### src/rtl/b2p_array.sv
// Multi-channel binary-to-stochastic converter; a start latches words and seed, then a STREAM_LEN-bit burst follows one cycle later.
// Latency: first valid bit two edges after start. No backpressure; start is ignored while busy.
module b2p_array #(
  parameter int WIDTH      = 16,
  parameter int CHANNELS   = 4,
  parameter int STREAM_LEN = 256,
  parameter int ROT_STEP   = 3
) (
  input  logic                         clk,
  input  logic                         rst,
  input  logic                         start,
  input  logic [WIDTH-1:0]             seed,
  input  logic [CHANNELS*WIDTH-1:0]    binary_in,
  output logic [CHANNELS-1:0]          pulsed_out,
  output logic                         valid,
  output logic                         busy,
  output logic                         done
);
  localparam int CW = $clog2(STREAM_LEN + 1);
  localparam logic [WIDTH-1:0] ONE = {{(WIDTH-1){1'b0}}, 1'b1};

  typedef enum logic [1:0] {IDLE, RUN, FLUSH} state_t;

  state_t                      state, state_nxt;
  logic [WIDTH-1:0]            lfsr;
  logic [CW-1:0]               cnt;
  logic [CHANNELS*WIDTH-1:0]   words;
  logic [CHANNELS-1:0]         cmp;
  logic                        fb;
  logic                        last;

  assign last = (cnt == CW'(STREAM_LEN - 1));
  assign busy = (state != IDLE);

  // Maximal-length taps for each supported width
  generate
    if (WIDTH == 8) begin : g_fb8
      assign fb = lfsr[7] ^ lfsr[5] ^ lfsr[4] ^ lfsr[3];
    end else if (WIDTH == 32) begin : g_fb32
      assign fb = lfsr[31] ^ lfsr[21] ^ lfsr[1] ^ lfsr[0];
    end else begin : g_fb16
      assign fb = lfsr[15] ^ lfsr[13] ^ lfsr[12] ^ lfsr[10];
    end
  endgenerate

  for (genvar i = 0; i < CHANNELS; i++) begin : g_ch
    localparam int R = (i * ROT_STEP) % WIDTH;
    logic [WIDTH-1:0] rnd;
    if (R == 0) begin : g_norot
      assign rnd = lfsr;
    end else begin : g_rot
      assign rnd = {lfsr[WIDTH-1-R:0], lfsr[WIDTH-1 -: R]};
    end
    assign cmp[i] = (words[i*WIDTH +: WIDTH] > rnd);
  end

  always_ff @(posedge clk) begin
    if (rst) state <= IDLE;
    else     state <= state_nxt;
  end

  always_comb begin
    state_nxt = state;
    case (state)
      IDLE:    if (start) state_nxt = RUN;
      RUN:     if (last)  state_nxt = FLUSH;
      FLUSH:   state_nxt = IDLE;
      default: state_nxt = IDLE;
    endcase
  end

  always_ff @(posedge clk) begin
    if (rst) begin
      pulsed_out <= '0;
      valid      <= 1'b0;
      done       <= 1'b0;
      lfsr       <= ONE;
      cnt        <= '0;
      words      <= '0;
    end else begin
      case (state)
        IDLE: begin
          pulsed_out <= '0;
          valid      <= 1'b0;
          done       <= 1'b0;
          if (start) begin
            words <= binary_in;
            lfsr  <= (seed == '0) ? ONE : seed;
            cnt   <= '0;
          end
        end
        RUN: begin
          pulsed_out <= cmp;
          valid      <= 1'b1;
          done       <= last;
          lfsr       <= {lfsr[WIDTH-2:0], fb};
          cnt        <= cnt + CW'(1);
        end
        default: begin
          pulsed_out <= '0;
          valid      <= 1'b0;
          done       <= 1'b0;
        end
      endcase
    end
  end
endmodule

### config.mk
export PLATFORM = sky130hd
export DESIGN_NAME = b2p_array
export DESIGN_NICKNAME = d
export VERILOG_FILES = /design/src/rtl/b2p_array.sv
export SDC_FILE = /design/constraint.sdc
export NUM_CORES = 1
export LEC_CHECK = 0
export CORE_UTILIZATION = 57
export DETAILED_ROUTE_END_ITERATION = 6
export GPL_TIMING_DRIVEN = 0
export PLACE_DENSITY = 0.93
export SLEW_MARGIN = 20
export SYNTH_ARGS = -nofsm -noshare
export SYNTH_HDL_FRONTEND = slang
export SYNTH_SLANG_ARGS = --single-unit
### constraint.sdc
create_clock -name clk -period 4.5 [get_ports clk]
set_input_delay 0.9 -clock clk [delete_from_list [all_inputs] [get_ports clk]]
set_output_delay 0.9 -clock clk [all_outputs]
set_load 0.01 [all_outputs]
### Word level (Yosys, flattened, before mapping)

Index checks and enable logic that the tools add are counted.

* output and inout bits: 7
* word-level logic and storage cells: 37
* bits of input ports: 83
* flip-flop bits (word level): 97

* magnitude comparators: 4
* eq/ne operators: 4
* reductions and logical operators: 8
* bitwise operators: 4
* $add $sub $neg: 1
* multiplexer cells: 9

Operator list (number)
* 16-bit > comparator: 4
* 16-bit two-way mux: 2
* 16-bit one-hot mux with 2 select lines: 1
* 9-bit one-hot mux with 2 select lines: 1
* 16-bit logical NOT: 1
* 9-bit by 1-bit adder with 9-bit output (second input constant): 1
* 9-bit by 8-bit == test with 1-bit output (second input constant): 1
* 9-bit two-way mux: 1
* 2-bit AND reduction: 3
* 2-bit two-way mux: 2
* 2-bit != test (second input constant): 2
* 2-bit one-hot mux with 2 select lines: 1
* 2-bit nonzero test: 2
* 1-bit XOR: 3
* 2-bit by 1-bit == test with 1-bit output (second input constant): 1
* 2-bit logical NOT: 1
* 2-bit OR reduction: 1
* 1-bit two-way mux: 1
* 1-bit inverter: 1

### Logic depth before layout (Yosys ltp)

* depth after elaboration: 4
* gate-level depth with buffers: 7
* depth with buffers taken out: 7

### Worst setup path after synthesis

OpenSTA, ideal clock, no wires.

* kind: in2reg
* start: input start
* end: register lfsr[0], in the netlist g_ch[0].rnd[0]
* library setup time: 0.123 ns
* setup slack: 2.576 ns
* stages on the path: 5
* buffers on the path: 2
* required time: 4.377 ns
* arrival: 1.801 ns
* path through: or3b_1 > buf_2 > buf_6 > a311oi_1 > o21ai_1

* word-level cells in the longest chain between the ends: 2

RTL lines
* start: declaration: RTL line 11 `input logic start,`
* 2-bit != test (no line)
* 2-bit AND reduction (no line)
* end signal: assignment: RTL line 88 `lfsr <= (seed == '0) ? ONE : seed;`
* end signal: assignment: RTL line 96 `lfsr <= {lfsr[WIDTH-2:0], fb};`
* end: declaration: RTL line 25 `logic [WIDTH-1:0] lfsr;`

No other way between the ends.
A chain may end at the register's enable or synchronous reset.

### Worst setup path in the final report

* start: register state[1]
* end: output busy

* word-level cells in the longest chain between the ends: 1

RTL lines
* start: declaration: RTL line 24 `state_t state, state_nxt;`
* start signal: assignment: RTL line 59 `else state <= state_nxt;`
* 2-bit nonzero test: RTL line 33 `assign busy = (state != IDLE);`
* end: declaration: RTL line 16 `output logic busy,`

No other way between the ends.

==> qor_table.md <==
| Step | Metric | Value |
|---|---|---|
| pwr | P_leak | 2.48 nW |
| clocking | TritonCTS clock tree | built |
| timing | Clock Skew | 0.00675 ns |
| clocking | Number of buffers inserted for hold repair after clock tree synthesis | 0 |
| synthesis | Number of enable flip-flop cells after synthesis | 0 |
| routing | Wire per inst | 17.2 um |
| synthesis | Register area share after synthesis | 0.392 |
| setup path | Critical Path, Cell by Cell | or2_2, clkdlybuf4s50_1 |
| die | Cell row count | 33 |
| clocking | Root buf cell | sky130_fd_sc_hd__clkbuf_8 |
| setup path | WP data arrival | 1.52 ns |
| timing | Unrepaired setup endpoints after global routing | false |
| finish | Area Growth Syn to Fin | 24.6% |
| die | Horiz. Die Dim | 95.2 um |
| finish | Design Area, Final | 0.00617 mm^2 |
| setup path | Largest stage delay, worst path | 0.48 ns |
| global routing | Initial antenna violation count | 0 |
| setup path | Count of cell instances traversed by the critical path | 2 |
| synthesis | FFs w/ async S/R, synth | 0 |
| routing | Residual DRC count | 24 |
| timing | Final number of hold-violating endpoints | 0 |
| setup path | Total buffers and inverters traversed by the critical path | 1 |
| timing | Sum Neg Setup Slack | 0 ns |
| timing | Final clock period utilization by the worst path | 0.537 |
| placed design | Total instance count after detailed placement | 804 |
| pwr | P per Cell Area | 320 mW/mm^2 |
| synthesis | Number of storage elements in the synthesis netlist | 97 |
| routing | Avg Vias per Cell | 6.14 |
| die | Area of the die | 0.00906 mm^2 |
| setup path | Worst setup path category | flip-flop to output pin |
| routing | Number of optimization iterations in the first detailed-route pass | 7 |
| worst hold path | Class of the tightest hold or removal check | flip-flop to flip-flop |
| clocking | Number of buffers between clock root and the deepest sink | 2 |
| global routing | Remaining Overflow, GRT | 0 |
| clocking | Clk_lat worst skew | 0.37 ns |
| placed design | Detail Placement HPWL | 10.1 mm |
| die | Number of ports placed on the die boundary | 90 |
| finish | Net count reported at finish | 859 |
| synthesis | Primary FF master, synth | sky130_fd_sc_hd__dfxtp_1 |
| pwr | Max IR drop VDD | 0.000181 V |
| worst hold path | Min-delay src | words[0]$_SDFFE_PP0P_ |
| finish | Diode count | 0 |
| placed design | Placed Instance Area | 0.00597 mm^2 |
| clocking | Post-CTS sizing | 0 |
| synthesis | Cell area after synthesis | 0.00495 mm^2 |
| clocking | # Post-CTS Setup Buffers | 0 |
| global routing | GRT Total Usage | 0.327 |
| synthesis | Count of mapped cells out of synthesis | 610 |
| placed design | Final estimated routing congestion in global placement | 0.909 |
| routing | Routed via count | 5,036 |
| clocking | Clock transition time at the flip-flop clock pins of the worst setup and hold paths | 0.09 ns |
| die | Initial core utilization | 0.597 |
| routing | Total wire length after detailed routing | 14.1 mm |
| global routing | Wire length of the first global-routing pass | 22.3 mm |
| synthesis | Synthesis Warnings | 0 |
| finish | Post-route non-filler standard cell count | 820 |
| run status | Run status | finished, violations left |
| synthesis | Distinct cell type count of the synthesized netlist | 42 |
| setup path | Worst R2R Start | g_ch[0].rnd[13]$_SDFFE_PP0P_ |
| clocking | CTS Buf Count | 9 |
| global routing | Maximum number of pins on one net before global-route repair | 16 |
| clocking | H-tree level count | 3 |
| timing | Pins over their slew limit | 0 |
| setup path | Sort of element at the start of the critical path | flip-flop |
| setup path | Critical Path Fanout Max | 6 |
| die | Die extent in y | 95.2 um |
| die | Core area | 0.00830 mm^2 |
| worst hold path | Number of stages on the worst hold path | 2 |
| synthesis | Synthesized net count | 759 |
| setup path | Worst Reg2Reg Path Length in Cells | 6 |
| clocking | TritonCTS sink count | 97 |
| timing | Worst max-slew margin expressed relative to the limit | 0.524 |
| routing | Detailed router's first-iteration violation count | 432 |
| finish | Utilization after layout | 0.744 |
| setup path | Worst setup startpoint | state[1]$_SDFFE_PP0P_ |
| finish | Proportion of layout cells with a drive suffix above 1 | 0.0476 |
| synthesis | Area share of the largest cell type after synthesis | 0.392 |
| synthesis | Post-synthesis area per instance | 8.12 um^2 |
| run status | Violations in the final reports | DRC |
| routing | Post-DRT Antenna Nets | 0 |
| setup path | CP required | 3.60 ns |
| placed design | Number of buffers inserted by port buffering | 89 |
| job | Maxcap violations | 0 |
| setup path | Capturing element type of the critical path | output pin |
| setup path | Slowest cell on the critical path | sky130_fd_sc_hd__clkdlybuf4s50_1 |
| setup path | Largest delay contributor family on the critical path | buffers and inverters |
| timing | Setup-failing EPs final | 0 |
| synthesis | Cell types with the largest area share after synthesis | sky130_fd_sc_hd__dfxtp_1 39%, sky130_fd_sc_hd__ha_1 17%, sky130_fd_sc_hd__nand2_1 12%, sky130_fd_sc_hd__a21oi_1 11%, sky130_fd_sc_hd__a22oi_1 2.3% |
| timing | Minimum clock period after layout | 2.42 ns |
| timing | Transition at the pin with the smallest max-transition slack | 0.711 ns |
| timing | Peak clock frequency supported by timing | 0.414 GHz |
| synthesis | Library cell occupying the most area in the post-synthesis netlist | sky130_fd_sc_hd__dfxtp_1 |
| global routing | Number of global-route vias before repair | 4,788 |
state kept, by name, indices dropped and copies added, names as in the netlist:
name and cells:
valid 1, words 64, pulsed_out 4, state 2, done 1, g_ch.rnd 16, cnt 9
report_power, final:
| group | internal (mW) | total (mW) | switching (mW) |
|---|---|---|---|
| Sequential | 0.908 | 0.946 | 0.0380 |
| Clock | 0.271 | 0.579 | 0.309 |
| Combinational | 0.202 | 0.448 | 0.246 |
cells in the final DEF, fill, tap and decap left out, types with 5 or more instances in the layout:
cell,count
sky130_fd_sc_hd__dfxtp_1,97
sky130_fd_sc_hd__nor2b_1,5
sky130_fd_sc_hd__o21ai_0,10
sky130_fd_sc_hd__clkbuf_1,16
sky130_fd_sc_hd__clkbuf_8,10
sky130_fd_sc_hd__nand3_1,11
sky130_fd_sc_hd__clkdlybuf4s50_1,89
sky130_fd_sc_hd__buf_2,12
sky130_fd_sc_hd__inv_1,21
sky130_fd_sc_hd__nor2_1,17
sky130_fd_sc_hd__a22oi_1,15
sky130_fd_sc_hd__a21oi_1,113
sky130_fd_sc_hd__nand2_1,157
sky130_fd_sc_hd__nand4_1,15
sky130_fd_sc_hd__ha_1,66
sky130_fd_sc_hd__nor4_1,6
worst reg2reg max path, stage by stage, from the launching register on:
cell	delay, ns
sky130_fd_sc_hd__dfxtp_1	0.50
sky130_fd_sc_hd__inv_1	0.19
sky130_fd_sc_hd__ha_1	0.34
sky130_fd_sc_hd__nand4_1	0.20
sky130_fd_sc_hd__nor4_1	0.50
sky130_fd_sc_hd__a21boi_0	0.35
sky130_fd_sc_hd__o311a_1	0.22
cell usage after synthesis, types with 2 or more instances:
master	n
sky130_fd_sc_hd__a21boi_0	2
sky130_fd_sc_hd__a21o_1	4
sky130_fd_sc_hd__a21oi_1	113
sky130_fd_sc_hd__a221o_1	4
sky130_fd_sc_hd__a22oi_1	15
sky130_fd_sc_hd__and2_1	4
sky130_fd_sc_hd__and3_1	2
sky130_fd_sc_hd__buf_2	12
sky130_fd_sc_hd__buf_4	3
sky130_fd_sc_hd__clkbuf_1	15
sky130_fd_sc_hd__dfxtp_1	97
sky130_fd_sc_hd__ha_1	66
sky130_fd_sc_hd__inv_1	21
sky130_fd_sc_hd__nand2_1	157
sky130_fd_sc_hd__nand3_1	11
sky130_fd_sc_hd__nand3b_1	3
sky130_fd_sc_hd__nand4_1	15
sky130_fd_sc_hd__nor2_1	17
sky130_fd_sc_hd__nor2b_1	5
sky130_fd_sc_hd__nor4_1	6
sky130_fd_sc_hd__o211ai_1	3
sky130_fd_sc_hd__o21ai_0	10
sky130_fd_sc_hd__o311a_1	2
sky130_fd_sc_hd__o31a_1	2
sky130_fd_sc_hd__or3_1	2
sky130_fd_sc_hd__or4_1	2
sky130_fd_sc_hd__xnor2_1	2
through the flow:
stage	worst slack [ns]	total power, mW	hold WS [ns]
after global routing	2.03	2.05	0.488
after detailed placement	1.88	1.39	0.448
after floorplan	2.58	1.21	0.436
final	2.08	1.97	0.462
after CTS	2.08	1.95	0.460
after global placement	1.87	1.36	0.446
kinds of logic after synthesis:
group / count (synthesis) / synth area share
adders and majority gates: 66 / 0.167
buffers and inverters: 52 / 0.0462
DFF: 97 / 0.392
and+or+nand+nor: 231 / 0.204
xor gates and xnor gates: 3 / 0.00531
AOI/OAI and AO/OA: 160 / 0.184
muxes: 1 / 0.00227
layout make-up:
cell class / instances / area, um^2
buffer: 31 / 150
timing repair buffer: 89 / 891
multi-input combinational: 461 / 2780
clock inverter: 5 / 55.1
fill: 604 / 2130
tap: 105 / 131
clock buffer: 11 / 141
sequential: 97 / 1940
inverter: 21 / 78.8
path summary, 6_finish.rpt:
path,end,slack (ns)
hold / removal,words[0]$_SDFFE_PP0P_,0.46
hold reg to reg,words[0]$_SDFFE_PP0P_,0.46
setup / recovery,busy,2.08
setup reg to reg,pulsed_out[0]$_SDFF_PP0_,2.14
per-layer routing:
metal	track usage	part of all wire	wire, um	up-vias
met5	0	0	0	-
met4	0.192	0.043	612	0
met3	0.0558	0.090	1270	59
met2	0.545	0.47	6650	298
met1	0.395	0.40	5610	2346
li1	-	-	-	2333
Note: power is estimated with default switching activity, not from simulation.
